<file path="config.mk">
export PLATFORM = sky130hd
export DESIGN_NAME = rom_load_sequencer
export DESIGN_NICKNAME = d
export VERILOG_FILES = /design/src/rtl/rom_load_sequencer.sv
export SDC_FILE = /design/constraint.sdc
export NUM_CORES = 1
export LEC_CHECK = 0
export CORE_UTILIZATION = 44
export CTS_BUF_LIST = sky130_fd_sc_hd__clkbuf_4 sky130_fd_sc_hd__clkbuf_8
export CTS_CLUSTER_DIAMETER = 50
export CTS_CLUSTER_SIZE = 25
export DETAILED_ROUTE_END_ITERATION = 12
export PLACE_DENSITY = 0.86
export SYNTH_ARGS = -nofsm -noshare
export SYNTH_HDL_FRONTEND = slang
export SYNTH_SLANG_ARGS = --single-unit
</file>
<file path="constraint.sdc">
create_clock -name clk -period 4.81 [get_ports clk]
set_input_delay 0.962 -clock clk [delete_from_list [all_inputs] [get_ports clk]]
set_output_delay 0.962 -clock clk [all_outputs]
set_load 0.01 [all_outputs]
</file>
<file path="src/rtl/rom_load_sequencer.sv">
// Cartridge ROM load sequencer: splits 32-bit bridge words into two
// 16-bit ROM writes, drops out-of-range halfwords and tracks load status.
module rom_load_sequencer #(
  parameter int ADDR_WIDTH = 14,
  parameter int ROM_WORDS  = 16384,
  parameter bit SWAP_BYTES = 1'b1
) (
  input  logic                  clk,
  input  logic                  reset,
  input  logic                  load_start,
  input  logic                  load_end,
  input  logic                  in_valid,
  output logic                  in_ready,
  input  logic [15:0]           in_addr,
  input  logic [31:0]           in_data,
  output logic                  rom_write_en,
  output logic [ADDR_WIDTH-1:0] rom_write_addr,
  output logic [15:0]           rom_write_data,
  output logic                  busy,
  output logic                  done,
  output logic                  overflow,
  output logic [15:0]           words_written
);

  typedef enum logic [1:0] {
    IDLE,
    WR_LO,
    WR_HI
  } state_t;

  state_t                state_q;
  logic [15:0]           addr_q;
  logic [15:0]           lo_q;
  logic                  wen_q;
  logic                  drop_q;
  logic [ADDR_WIDTH-1:0] waddr_q;
  logic [15:0]           wdata_q;
  logic                  done_q;
  logic                  ovf_q;
  logic                  pend_q;
  logic [15:0]           cnt_q;

  logic                  accept;
  logic                  wr_d;
  logic [16:0]           h_d;
  logic [15:0]           hw_d;
  logic                  end_eff;

  function automatic logic [15:0] swap(
    input logic [15:0] d
  );
    return SWAP_BYTES ? {d[7:0], d[15:8]} : d;
  endfunction

  function automatic logic in_rng(
    input logic [16:0] h
  );
    return {15'd0, h} < $unsigned(ROM_WORDS);
  endfunction

  assign in_ready = (state_q == IDLE) ||
                    (state_q == WR_HI);
  assign accept   = in_valid && in_ready;
  assign end_eff  = pend_q || load_end;

  // Pick the halfword that will be on the write port next cycle.
  always_comb begin
    wr_d = 1'b0;
    h_d  = {in_addr, 1'b0};
    hw_d = in_data[31:16];
    if (state_q == WR_LO) begin
      wr_d = 1'b1;
      h_d  = {addr_q, 1'b1};
      hw_d = lo_q;
    end else if (accept) begin
      wr_d = 1'b1;
    end
  end

  always_ff @(posedge clk or posedge reset) begin
    if (reset) begin
      state_q <= IDLE;
      addr_q  <= '0;
      lo_q    <= '0;
      wen_q   <= 1'b0;
      drop_q  <= 1'b0;
      waddr_q <= '0;
      wdata_q <= '0;
      done_q  <= 1'b0;
      ovf_q   <= 1'b0;
      pend_q  <= 1'b0;
      cnt_q   <= '0;
    end else begin
      wen_q  <= wr_d && in_rng(h_d);
      drop_q <= wr_d && !in_rng(h_d);
      if (wr_d) begin
        waddr_q <= h_d[ADDR_WIDTH-1:0];
        wdata_q <= swap(hw_d);
      end
      if (accept) begin
        addr_q <= in_addr;
        lo_q   <= in_data[15:0];
      end

      unique case (state_q)
        IDLE:    if (accept) state_q <= WR_LO;
        WR_LO:   state_q <= WR_HI;
        WR_HI:   state_q <= accept ? WR_LO : IDLE;
        default: state_q <= IDLE;
      endcase

      // A start pulse wins over anything completing this cycle.
      if (load_start) begin
        done_q <= 1'b0;
        ovf_q  <= 1'b0;
        cnt_q  <= '0;
        pend_q <= load_end;
      end else begin
        if (drop_q) ovf_q <= 1'b1;
        if (wen_q && cnt_q != 16'hFFFF)
          cnt_q <= cnt_q + 16'd1;
        if (end_eff && state_q == IDLE &&
            !accept) begin
          done_q <= 1'b1;
          pend_q <= 1'b0;
        end else if (load_end) begin
          pend_q <= 1'b1;
        end
      end
    end
  end

  assign rom_write_en   = wen_q;
  assign rom_write_addr = waddr_q;
  assign rom_write_data = wdata_q;
  assign busy           = (state_q != IDLE);
  assign done           = done_q;
  assign overflow       = ovf_q;
  assign words_written  = cnt_q;

endmodule

</file>
==> Implementation_results.wiki, run 1 <==
{| class="wikitable"
! Metric !! Value
|-
| Outcome || completed
|-
| Mean post-synth cell area || between 9 and 10 sq um
|-
| Worst slew pin tran || between 800 and 900 ps
|-
| Ant diodes || 0
|-
| Final core utilization || 0.625
|-
| Clock Pin Slew Worst Setup and Hold Paths || ~80 ps
|-
| Die area || around 8600 sq um
|-
| Starting density of the core || 0.462
|-
| Gr usage total || 0.206
|-
| Avg WL per Cell || 14.5 um
|-
| Cts-stage hold buffer count || 0
|-
| Largest family of logic cells by synthesized area || simple AND/OR/NAND/NOR gates
|-
| Cell area after layout || about 5000 sq um
|-
| Critical setup path kind || primary input to register
|-
| Post-synth net total || ~440
|-
| Critical path capture point type || register
|-
| Unrepaired setup endpoints after global routing || no
|-
| Placement row count || 32
|-
| FF+latch count, synth || 85
|-
| Sequential cell area || around 2100 sq um
|-
| Routed via count || between 3000 and 4000
|-
| Parity-gate share of the synthesized area counting xor and xnor cells || 0.00243
|-
| Die Width || 92.5 um
|-
| Required time of the critical path || 5090 ps
|-
| Maximum count of clock buffers along a single path || 2
|-
| Count of buffers inserted at the top-level ports || around 100
|-
| Critical Path Source Type || primary input
|-
| TritonCTS Buffers || 9
|-
| Combined area of the multi-input logic cells || between 1000 and 1500 sq um
|-
| Max Cap Viol || 0
|-
| Global-route wire length before repair || between 10 and 15 mm
|-
| TritonCTS clock tree || yes
|-
| Largest voltage drop on the vdd net || between 0.15 and 0.2 mV
|-
| Minimum setup slack in the final design || approximately 1700 ps
|-
| H-Tree Depth || 3
|-
| Final setup skew || approximately 12 ps
|-
| Yosys Warn Count || 0
|-
| DRC violation count after routing || 0
|-
| Number of top-level design ports || about 100
|-
| Most frequent cells in the layout || sky130_fd_sc_hd__nand2_1 (130), sky130_fd_sc_hd__clkdlybuf4s50_1 (103), sky130_fd_sc_hd__dfrtp_1 (85), sky130_fd_sc_hd__nor2_1 (43), sky130_fd_sc_hd__o22ai_1 (17)
|-
| Routed Antenna Nets || 0
|-
| Post-route insts no fill || 590
|-
| Library cell used as clock root buffer || sky130_fd_sc_hd__clkbuf_8
|-
| Clock network latency to the later pin of the worst-skew pair || approximately 350 ps
|-
| Proportion of synthesized chip area in sequential cells || 0.590
|-
| Core area || just under 8000 sq um
|-
| Synth-to-layout area growth || 35.4%
|-
| Min Clock Period, post-route || roughly 3100 ps
|-
| Global placer's final weighted congestion || between 0.8 and 0.9
|-
| Number of setup buffers added after CTS || 0
|-
| Post-Route Setup TNS || 0 ps
|-
| Class of the tightest hold or removal check || register to register
|-
| Cts repair resizes || 0
|-
| Unique masters post-synth || 39
|-
| Fraction of the mapped netlist area in adder cells || 0.00347
|-
| Vertical die dimension || 92.5 um
|-
| Cell count after synthesis || 387
|-
| Cells after DPL || roughly 570
|-
| Final worst path period share || 0.640
|-
| Power Density || between 300 and 400 nW/um^2
|-
| Mux cell area share after synthesis || 0.00556
|-
| Compound-Gate Fraction of Synth Area || 0.101
|-
| Number of optimization iterations in the first detailed-route pass || 5
|-
| Total congestion overflow after global routing || 0
|-
| Clk sinks || 85
|-
| Post-detailed-route via-to-cell ratio || 5.32
|-
| Share of cells above drive strength 1 || 0.0553
|-
| Worst max-slew margin expressed relative to the limit || 0.425
|-
| Arrival time at the worst endpoint || roughly 3400 ps
|-
| Drt first-iter violations || 159
|-
| Maximum clock frequency || around 320 MHz
|-
| Setup-violating endpoint count in the final report || 0
|-
| Final hold violations || 0
|-
| Layout Nets || roughly 540
|-
| Largest net degree at the start of global routing || between 50 and 60
|-
| Final Max Slew Viols || 0
|-
| Fill cell total of the finished layout || ~660
|-
| Post-detailed-placement cell area || around 4700 sq um
|-
| Peak fanout along the critical path || 52
|-
| Leading cell type in the layout, fill and taps excluded || sky130_fd_sc_hd__nand2_1
|-
| Synthesized-area fraction occupied by and/or/nand/nor cells || 0.269
|-
| Leakage power of the design || between 2 and 2.5 nW
|-
| Post-Synthesis Cell Area || roughly 3600 sq um
|-
| Pre-CTS setup slack || 1400 ps
|-
| Initial antenna violation count || 0
|-
| Number of global-route vias before repair || slightly below 3000
|-
| Final routed wirelength across all metal layers || around 8.6 mm
|-
| Placed wire-length estimate || 5.98 mm
|}
power breakdown:
part	internal (W)	leakage [nW]	switching (W)
Sequential	0.000799	1.06	0.0000552
Combinational	0.000168	1.05	0.000146
Clock	0.000219	0.0956	0.000243
Total	0.00119	2.20	0.000444
cell families after synthesis:
family,count (synthesis)
flops,85
mux,2
simple gates,219
xor+xnor,1
fa+ha+maj,1
compound gates,54
buf+inv,25
through the flow:
| step | hold slack (ps) | total power, W |
|---|---|---|
| 3_3_place_gp | 456 | 0.00117 |
| 3_5_place_dp | 462 | 0.00118 |
| 5_1_grt | 508 | 0.00171 |
| 2_1_floorplan | 442 | 0.00100 |
| 4_1_cts | 481 | 0.00164 |
| 6_report | 477 | 0.00163 |
state kept, by name, summed over array words and instances (netlist names), 2 cells and up:
| name | flops |
|---|---|
| addr_q | 16 |
| rom_write_data | 16 |
| state_q | 2 |
| rom_write_addr | 14 |
| words_written | 16 |
| lo_q | 16 |
layer usage:
metal,global-route usage,vias up,routed length (um)
li1,-,1512,-
met1,0.278,1512,3630
met2,0.328,101,4290
met3,0.0443,12,497
met4,0.0729,0,135
met5,0,-,0
cell usage after synthesis (all sizes together):
cell type,number,area share
or3,3,0.0052
o32a,1,0.0028
nor3,5,0.0069
buf,5,0.0076
nor2b,1,0.0017
a31oi,1,0.0017
mux2i,2,0.0056
a22oi,8,0.017
or4,7,0.015
ha,1,0.0035
nor4,2,0.0076
o21a,1,0.0021
nand2b,2,0.0035
a311oi,2,0.0049
clkbuf,15,0.016
xor2,1,0.0024
nor2,43,0.045
dfrtp,85,0.59
a22o,1,0.0024
o21ai,4,0.0056
or2,1,0.0017
a41oi,1,0.0024
o41ai,1,0.0045
nand2,130,0.14
and3,3,0.0052
nand3,12,0.022
and4,2,0.0049
o22ai,17,0.030
nand4,8,0.016
a21oi,10,0.014
inv,5,0.0052
o31ai,7,0.015
worst max-delay path: stages:
cell	delay, ps
sky130_fd_sc_hd__clkdlybuf4s50_1	460
sky130_fd_sc_hd__nand2b_2	90
sky130_fd_sc_hd__buf_4	430
sky130_fd_sc_hd__inv_2	430
sky130_fd_sc_hd__nor2_1	720
sky130_fd_sc_hd__nand2_1	140
sky130_fd_sc_hd__nand2_1	90
final cells by class:
cell class,count,area share
tap,102,0.0262
clock buffer,12,0.0326
inverter,5,0.00410
multi-input combinational,277,0.282
clock inverter,4,0.00462
sequential,85,0.436
timing repair buffer,105,0.214
final timing paths:
kind                       slack [ps]  cells after the start                 end        from
max in group asynchronous        2760                      3  rom_write_addr[12]       reset
hold reg to reg                   480                      2          addr_q[14]  addr_q[14]
setup / recovery                 1730                      7   rom_write_addr[9]    in_valid
setup reg to reg                 2390                      5   rom_write_addr[9]  state_q[1]
hold / removal                    480                      2          addr_q[14]  addr_q[14]
min in group asynchronous        1090                      2  rom_write_data[12]       reset
(Power assumes the default switching activity.)
==> run 2: changes to the inputs <==
Settings changed: PLACE_DENSITY 0.86 to 0.89.
Clock period 4.81 ns to 2.76 ns, I/O delays scaled along.
==> run 2 against run 1 <==
Compared with the run above:
- hold slack better by 1.1 ps
- sequential share of layout area down 0.41 points
- utilization up 0.59 points
- clock power up 76%
- design area up 0.95%
- critical path depth down 6
==> Implementation_results.wiki, run 2 (same netlist as run 1, synthesis figures left out) <==
{| class="wikitable"
! Metric !! Value
|-
| Class of the tightest hold or removal check || register to register
|-
| Worst path cell trace || clkdlybuf4s50_1
|-
| Synth-to-layout area growth || 36.7%
|-
| Final routed wirelength across all metal layers || 8.53 mm (-0.33%)
|-
| Largest voltage drop on the vdd net || 0.310 mV (+110%)
|-
| Global placer's final weighted congestion || 0.826 (+1.6%)
|-
| DRC violation count after routing || 0 (unchanged)
|-
| Worst reg-to-reg setup slack || 610 ps (-1780 ps)
|-
| Core area || 7810 sq um (unchanged)
|-
| Starting density of the core || 0.462 (unchanged)
|-
| Setup-violating endpoint count in the final report || 0 (unchanged)
|-
| Fill cell total of the finished layout || 681 (+3.5%)
|-
| Post-Route Setup TNS || 0 ps (unchanged)
|-
| Hold-critical path endpoint || addr_q[7]
|-
| Max Cap Viol || 0 (unchanged)
|-
| Reg2reg start || words_written[1]
|-
| Crit path buffers/inverters || 1 (-2)
|-
| Required time of the critical path || 2210 ps (-2880 ps)
|-
| Critical setup path kind || register to output port
|-
| Slowest cell on the critical path || sky130_fd_sc_hd__dfrtp_1
|-
| Drt first-iter violations || 196 (+23%)
|-
| Library cell used as clock root buffer || sky130_fd_sc_hd__clkbuf_8
|-
| Share of cells above drive strength 1 || 0.0611 (+0.00577)
|-
| Final Max Slew Viols || 0 (unchanged)
|-
| Number of optimization iterations in the first detailed-route pass || 4 (-1)
|-
| Leading cell type in the layout, fill and taps excluded || sky130_fd_sc_hd__nand2_1
|-
| Global-route wire length before repair || 14.6 mm (+6.2%)
|-
| Hold Crit Start || addr_q[7]
|-
| Avg WL per Cell || 14.4 um (-0.83%)
|-
| Maximum clock frequency || approximately 440 MHz
|-
| Pre-CTS setup slack || 559 ps (-843 ps)
|-
| Vertical die dimension || 92.5 um (unchanged)
|-
| Clock Pin Slew Worst Setup and Hold Paths || 80 ps (about the same)
|-
| Routed Antenna Nets || 0 (unchanged)
|-
| Clock network latency to the later pin of the worst-skew pair || 340 ps (about the same)
|-
| Minimum setup slack in the final design || 496 ps (-1240 ps)
|-
| Unrepaired setup endpoints after global routing || no
|-
| Worst reg2reg path endpoint || words_written[3]
|-
| Delay of the slowest cell on the worst path || 720 ps (about the same)
|-
| Arrival time at the worst endpoint || 1710 ps (-1650 ps)
|-
| Critical path capture point type || output port
|-
| Maximum count of clock buffers along a single path || 2 (unchanged)
|-
| Largest net degree at the start of global routing || 43 (-19%)
|-
| Number of top-level design ports || 104 (unchanged)
|-
| Clk sinks || 85 (unchanged)
|-
| Initial antenna violation count || 0 (unchanged)
|-
| TritonCTS Buffers || 9 (unchanged)
|-
| H-Tree Depth || 3 (unchanged)
|-
| Gr usage total || 0.217 (+0.0105)
|-
| Number of global-route vias before repair || 3124 (+7.5%)
|-
| Number of stages on the worst hold path || 2 (unchanged)
|-
| Count of cells along the worst register-to-register path || 5 (unchanged)
|-
| Most frequent cells in the layout || sky130_fd_sc_hd__nand2_1 (130), sky130_fd_sc_hd__clkdlybuf4s50_1 (103), sky130_fd_sc_hd__dfrtp_1 (85), sky130_fd_sc_hd__nor2_1 (43), sky130_fd_sc_hd__o22ai_1 (17)
|-
| Cell class contributing the biggest share of worst-path delay || flip-flops
|-
| Final core utilization || 0.631 (+0.00593)
|-
| Leakage power of the design || 2.23 nW (+1.2%)
|-
| TritonCTS clock tree || yes
|-
| Layout Nets || 541 (+0.74%)
|-
| Power Density || 581 nW/um^2 (+74%)
|-
| Cts repair resizes || 0 (unchanged)
|-
| Peak fanout along the critical path || 16 (-69%)
|-
| Outcome || completed
|-
| Count of buffers inserted at the top-level ports || 103 (unchanged)
|-
| Worst max-slew margin expressed relative to the limit || 0.422 (-0.00300)
|-
| Cts-stage hold buffer count || 0 (unchanged)
|-
| Post-detailed-route via-to-cell ratio || 5.24 (-1.5%)
|-
| Critical Path Source Type || register
|-
| Min Clock Period, post-route || between 2000 and 2500 ps
|-
| Die Width || 92.5 um (unchanged)
|-
| Placed wire-length estimate || 5.99 mm (+0.13%)
|-
| Routed via count || 3107 (-0.96%)
|-
| Final hold violations || 0 (unchanged)
|-
| Ant diodes || 0 (unchanged)
|-
| Die area || 8560 sq um (unchanged)
|-
| Number of setup buffers added after CTS || 0 (unchanged)
|-
| Final setup skew || 5.94 ps (-6.21 ps)
|-
| Worst slew pin tran || 863 ps (+2.31 ps)
|-
| Total congestion overflow after global routing || 0 (unchanged)
|-
| Placement row count || 32 (unchanged)
|-
| Final worst path period share || 0.820
|}
==> run 2: changes by cell type in the layout (fill, tap and decap cells not counted) <==
cell	before	now
sky130_fd_sc_hd__buf_12	0	1
sky130_fd_sc_hd__buf_4	2	5
sky130_fd_sc_hd__clkbuf_4	1	2
sky130_fd_sc_hd__clkbuf_8	11	12
sky130_fd_sc_hd__clkinv_2	4	2
sky130_fd_sc_hd__clkinvlp_4	1	0
==> run 2: worst max path at each step <==
stage | start | end | slack (ps) | cells past startpoint
6_report | rom_write_en | rom_write_en | 500 | 1
5_1_grt | rom_write_en | rom_write_en | 420 | 1
4_1_cts | rom_write_en | rom_write_en | 500 | 1
3_5_place_dp | in_valid | rom_write_addr[3] | 560 | 6
3_3_place_gp | in_valid | rom_write_addr[9] | 620 | 6
2_1_floorplan | reset | addr_q[0] | 10 | 1
==> run 2: area by class of cell <==
cell class	count	area, sq um	area share
Clock buffer	14	180	0.0366
Tap cell	102	128	0.0259
Timing Repair Buffer	109	1090	0.221
Sequential cell	85	2130	0.432
Clock inverter	1	5.00	0.00102
Inverter	5	20.0	0.00407
Multi-Input combinational cell	277	1380	0.279
==> run 2: metal layers <==
layer  global-route usage  part of all wire
met3               0.0402             0.049
met1                0.279              0.45
met5                    0                 0
met2                0.365              0.49
met4               0.0781             0.013
==> run 2: power breakdown <==
group,switching (W),internal (W)
Combinational,0.000258,0.000299
Clock,0.000400,0.000416
Sequential,0.0000949,0.00139
==> run 2: metrics by stage <==
step                hold slack (ps)  total power [W]  area, sq um  instances
global route                    503          0.00302         4920        593
CTS                             483          0.00289         4920        593
floorplan                       442          0.00175         3600        387
detailed placement              464          0.00207         4740        578
finish                          479          0.00286         4920        593
global placement                456          0.00205         4740        578
==> run 3: changes to the inputs <==
Settings changed: PLACE_DENSITY 0.89 to 0.86.
Clock period 2.76 ns to 2.4 ns, I/O delays scaled along.
==> run 3 against run 2 <==
Compared with the run above:
- via count is 1.3% higher
- largest power group unchanged
- sequential cell count unchanged
- worst setup slack worse by 180 ps
- highest routed layer unchanged
- power is 18% higher
- combinational power increased by 17%
- utilization grew 0.58 points
- wire length shrank 0.76%
- critical path depth is 4 higher
- design area rose by 0.91%
==> Implementation_results.wiki, run 3 (same netlist as run 1, synthesis figures left out) <==
{| class="wikitable"
! Metric !! Value
|-
| Cts repair resizes || 0 (unchanged)
|-
| Die area || 8560 sq um (unchanged)
|-
| Global routing met2 resource utilization || 0.349 (-0.0154)
|-
| Min Clock Period, post-route || approximately 2100 ps
|-
| Final setup skew || 11.3 ps (+5.36 ps)
|-
| Number of stages on the worst hold path || 2 (unchanged)
|-
| Starting density of the core || 0.462 (unchanged)
|-
| TritonCTS clock tree || yes
|-
| Clock Pin Slew Worst Setup and Hold Paths || 90 ps (about the same)
|-
| Cts-stage hold buffer count || 0 (unchanged)
|-
| Most frequent cells in the layout || sky130_fd_sc_hd__nand2_1 (130), sky130_fd_sc_hd__clkdlybuf4s50_1 (103), sky130_fd_sc_hd__dfrtp_1 (85), sky130_fd_sc_hd__nor2_1 (43), sky130_fd_sc_hd__o22ai_1 (17)
|-
| Fill cell total of the finished layout || 685 (+0.59%)
|-
| Final routed wirelength across all metal layers || 8.47 mm (-0.76%)
|-
| Pre-CTS setup slack || 365 ps (-194 ps)
|-
| Class of the tightest hold or removal check || register to register
|-
| Clock network latency to the later pin of the worst-skew pair || 340 ps (about the same)
|-
| Critical setup path kind || register to register
|-
| Count of cells along the worst register-to-register path || 5 (unchanged)
|-
| TritonCTS Buffers || 9 (unchanged)
|-
| Layout Nets || 544 (+0.55%)
|-
| Met3 Use GR || 0.0468 (+0.00657)
|-
| Vertical die dimension || 92.5 um (unchanged)
|-
| Number of top-level design ports || 104 (unchanged)
|-
| Hold Crit Start || lo_q[15]
|-
| Global placer's final weighted congestion || 0.865 (+4.8%)
|-
| Combined area of the multi-input logic cells || 1380 sq um (unchanged)
|-
| Hold-critical path endpoint || lo_q[15]
|-
| Clk sinks || 85 (unchanged)
|-
| Number of optimization iterations in the first detailed-route pass || 4 (unchanged)
|-
| Unrepaired setup endpoints after global routing || no
|-
| Drt first-iter violations || 143 (-27%)
|-
| Initial antenna violation count || 0 (unchanged)
|-
| Minimum setup slack in the final design || 314 ps (-182 ps)
|-
| Reg2reg start || words_written[0]
|-
| Post-Route Setup TNS || 0 ps (unchanged)
|-
| Slowest cell on the critical path || sky130_fd_sc_hd__nor4_4
|-
| Final hold violations || 0 (unchanged)
|-
| Busiest layer in global routing || met2
|-
| Outcome || completed
|-
| Avg WL per Cell || 14.2 um (-1.4%)
|-
| Final worst path period share || 0.869
|-
| Worst path cell trace || ha_1 -> nand4_2 -> nor4_4 -> nor2_1 -> nor3_1
|-
| Critical path capture point type || register
|-
| Leading cell type in the layout, fill and taps excluded || sky130_fd_sc_hd__nand2_1
|-
| Power Density || 681 nW/um^2 (+17%)
|-
| Critical Path Source Type || register
|-
| Required time of the critical path || 2660 ps (+450 ps)
|-
| Number of setup buffers added after CTS || 0 (unchanged)
|-
| Routed via count || 3148 (+1.3%)
|-
| Placed wire-length estimate || 5.86 mm (-2.1%)
|-
| Core area || 7810 sq um (unchanged)
|-
| DRC violation count after routing || 0 (unchanged)
|-
| H-Tree Depth || 3 (unchanged)
|-
| Leakage power of the design || 2.24 nW (+0.54%)
|-
| Ant diodes || 0 (unchanged)
|-
| Total congestion overflow after global routing || 0 (unchanged)
|-
| Maximum count of clock buffers along a single path || 2 (unchanged)
|-
| Worst reg2reg path endpoint || words_written[2]
|-
| Delay of the slowest cell on the worst path || 610 ps (-110 ps)
|-
| Placement row count || 32 (unchanged)
|-
| Count of buffers inserted at the top-level ports || 103 (unchanged)
|-
| Met1 Use GR || 0.272 (-0.00712)
|-
| Arrival time at the worst endpoint || 2340 ps (+630 ps)
|-
| Post-detailed-route via-to-cell ratio || 5.27 (+0.64%)
|-
| Number of global-route vias before repair || 3152 (+0.90%)
|-
| Worst reg-to-reg setup slack || 310 ps (-300 ps)
|-
| Library cell used as clock root buffer || sky130_fd_sc_hd__clkbuf_8
|-
| Synth-to-layout area growth || 37.9%
|-
| Largest voltage drop on the vdd net || 0.298 mV (-3.9%)
|-
| Peak fanout along the critical path || 14 (-2)
|-
| Share of cells above drive strength 1 || 0.0687 (+0.00759)
|-
| Worst slew pin tran || 633 ps (-230 ps)
|-
| Global-route wire length before repair || 14.4 mm (-2.0%)
|-
| Worst max-slew margin expressed relative to the limit || 0.575 (+0.152)
|-
| Die Width || 92.5 um (unchanged)
|-
| Setup-violating endpoint count in the final report || 0 (unchanged)
|-
| Sequential cell area || 2130 sq um (unchanged)
|-
| Gr usage total || 0.213 (-0.00390)
|-
| Maximum clock frequency || around 480 MHz
|-
| Max Cap Viol || 0 (unchanged)
|-
| Routed Antenna Nets || 0 (unchanged)
|-
| Largest net degree at the start of global routing || 86 (+100%)
|-
| Final Max Slew Viols || 0 (unchanged)
|}
## run 3: area by class of cell
type	instances	area share
Tap cell	102	0.0257
Clock inverter	3	0.00906
Timing Repair Buffer	112	0.224
Clock buffer	13	0.0322
Multi-Input combinational cell	277	0.277
Sequential cell	85	0.428
Inverter	5	0.00453
## run 3: per-stage QoR
stage	hold WS [ps]	instance area, sq um	total power [W]	utilization	cells
global placement	458	4760	0.00237	0.610	581
floorplan	442	3610	0.00201	-	387
finish	482	4970	0.00338	0.637	597
detailed placement	463	4760	0.00239	0.610	581
CTS	484	4970	0.00342	0.637	597
global route	498	4970	0.00356	0.637	597
## run 3: worst max-delay path by stage
stage,startpoint,to,slack (ps),depth (start not counted)
2_1_floorplan,words_written[0],words_written[1],660,5
3_3_place_gp,in_valid,rom_write_addr[3],420,7
3_5_place_dp,words_written[0],words_written[2],360,5
4_1_cts,words_written[0],words_written[2],310,5
5_1_grt,words_written[0],words_written[2],100,5
6_report,words_written[0],words_written[2],310,5
## run 3: power breakdown
group / internal, W / switching, W / total [W]
logic: 0.000349 / 0.000303 / 0.000652
clock network: 0.000546 / 0.000484 / 0.00103
registers: 0.00160 / 0.0000995 / 0.00170
total: 0.00250 / 0.000886 / 0.00338
## run 3: layer usage
| layer | vias up | wire (um) | share of wire |
|---|---|---|---|
| met5 | - | 0 | 0 |
| li1 | 1523 | - | - |
| met3 | 17 | 484 | 0.057 |
| met1 | 1507 | 3720 | 0.44 |
| met4 | 0 | 138 | 0.016 |
| met2 | 101 | 4120 | 0.49 |
## run 3: worst max-delay path, delay by kind of cell, from the launching register on
kind / cells / cell delay, ps
simple gates: 4 / 1200
flops: 1 / 480
fa+ha+maj: 1 / 310
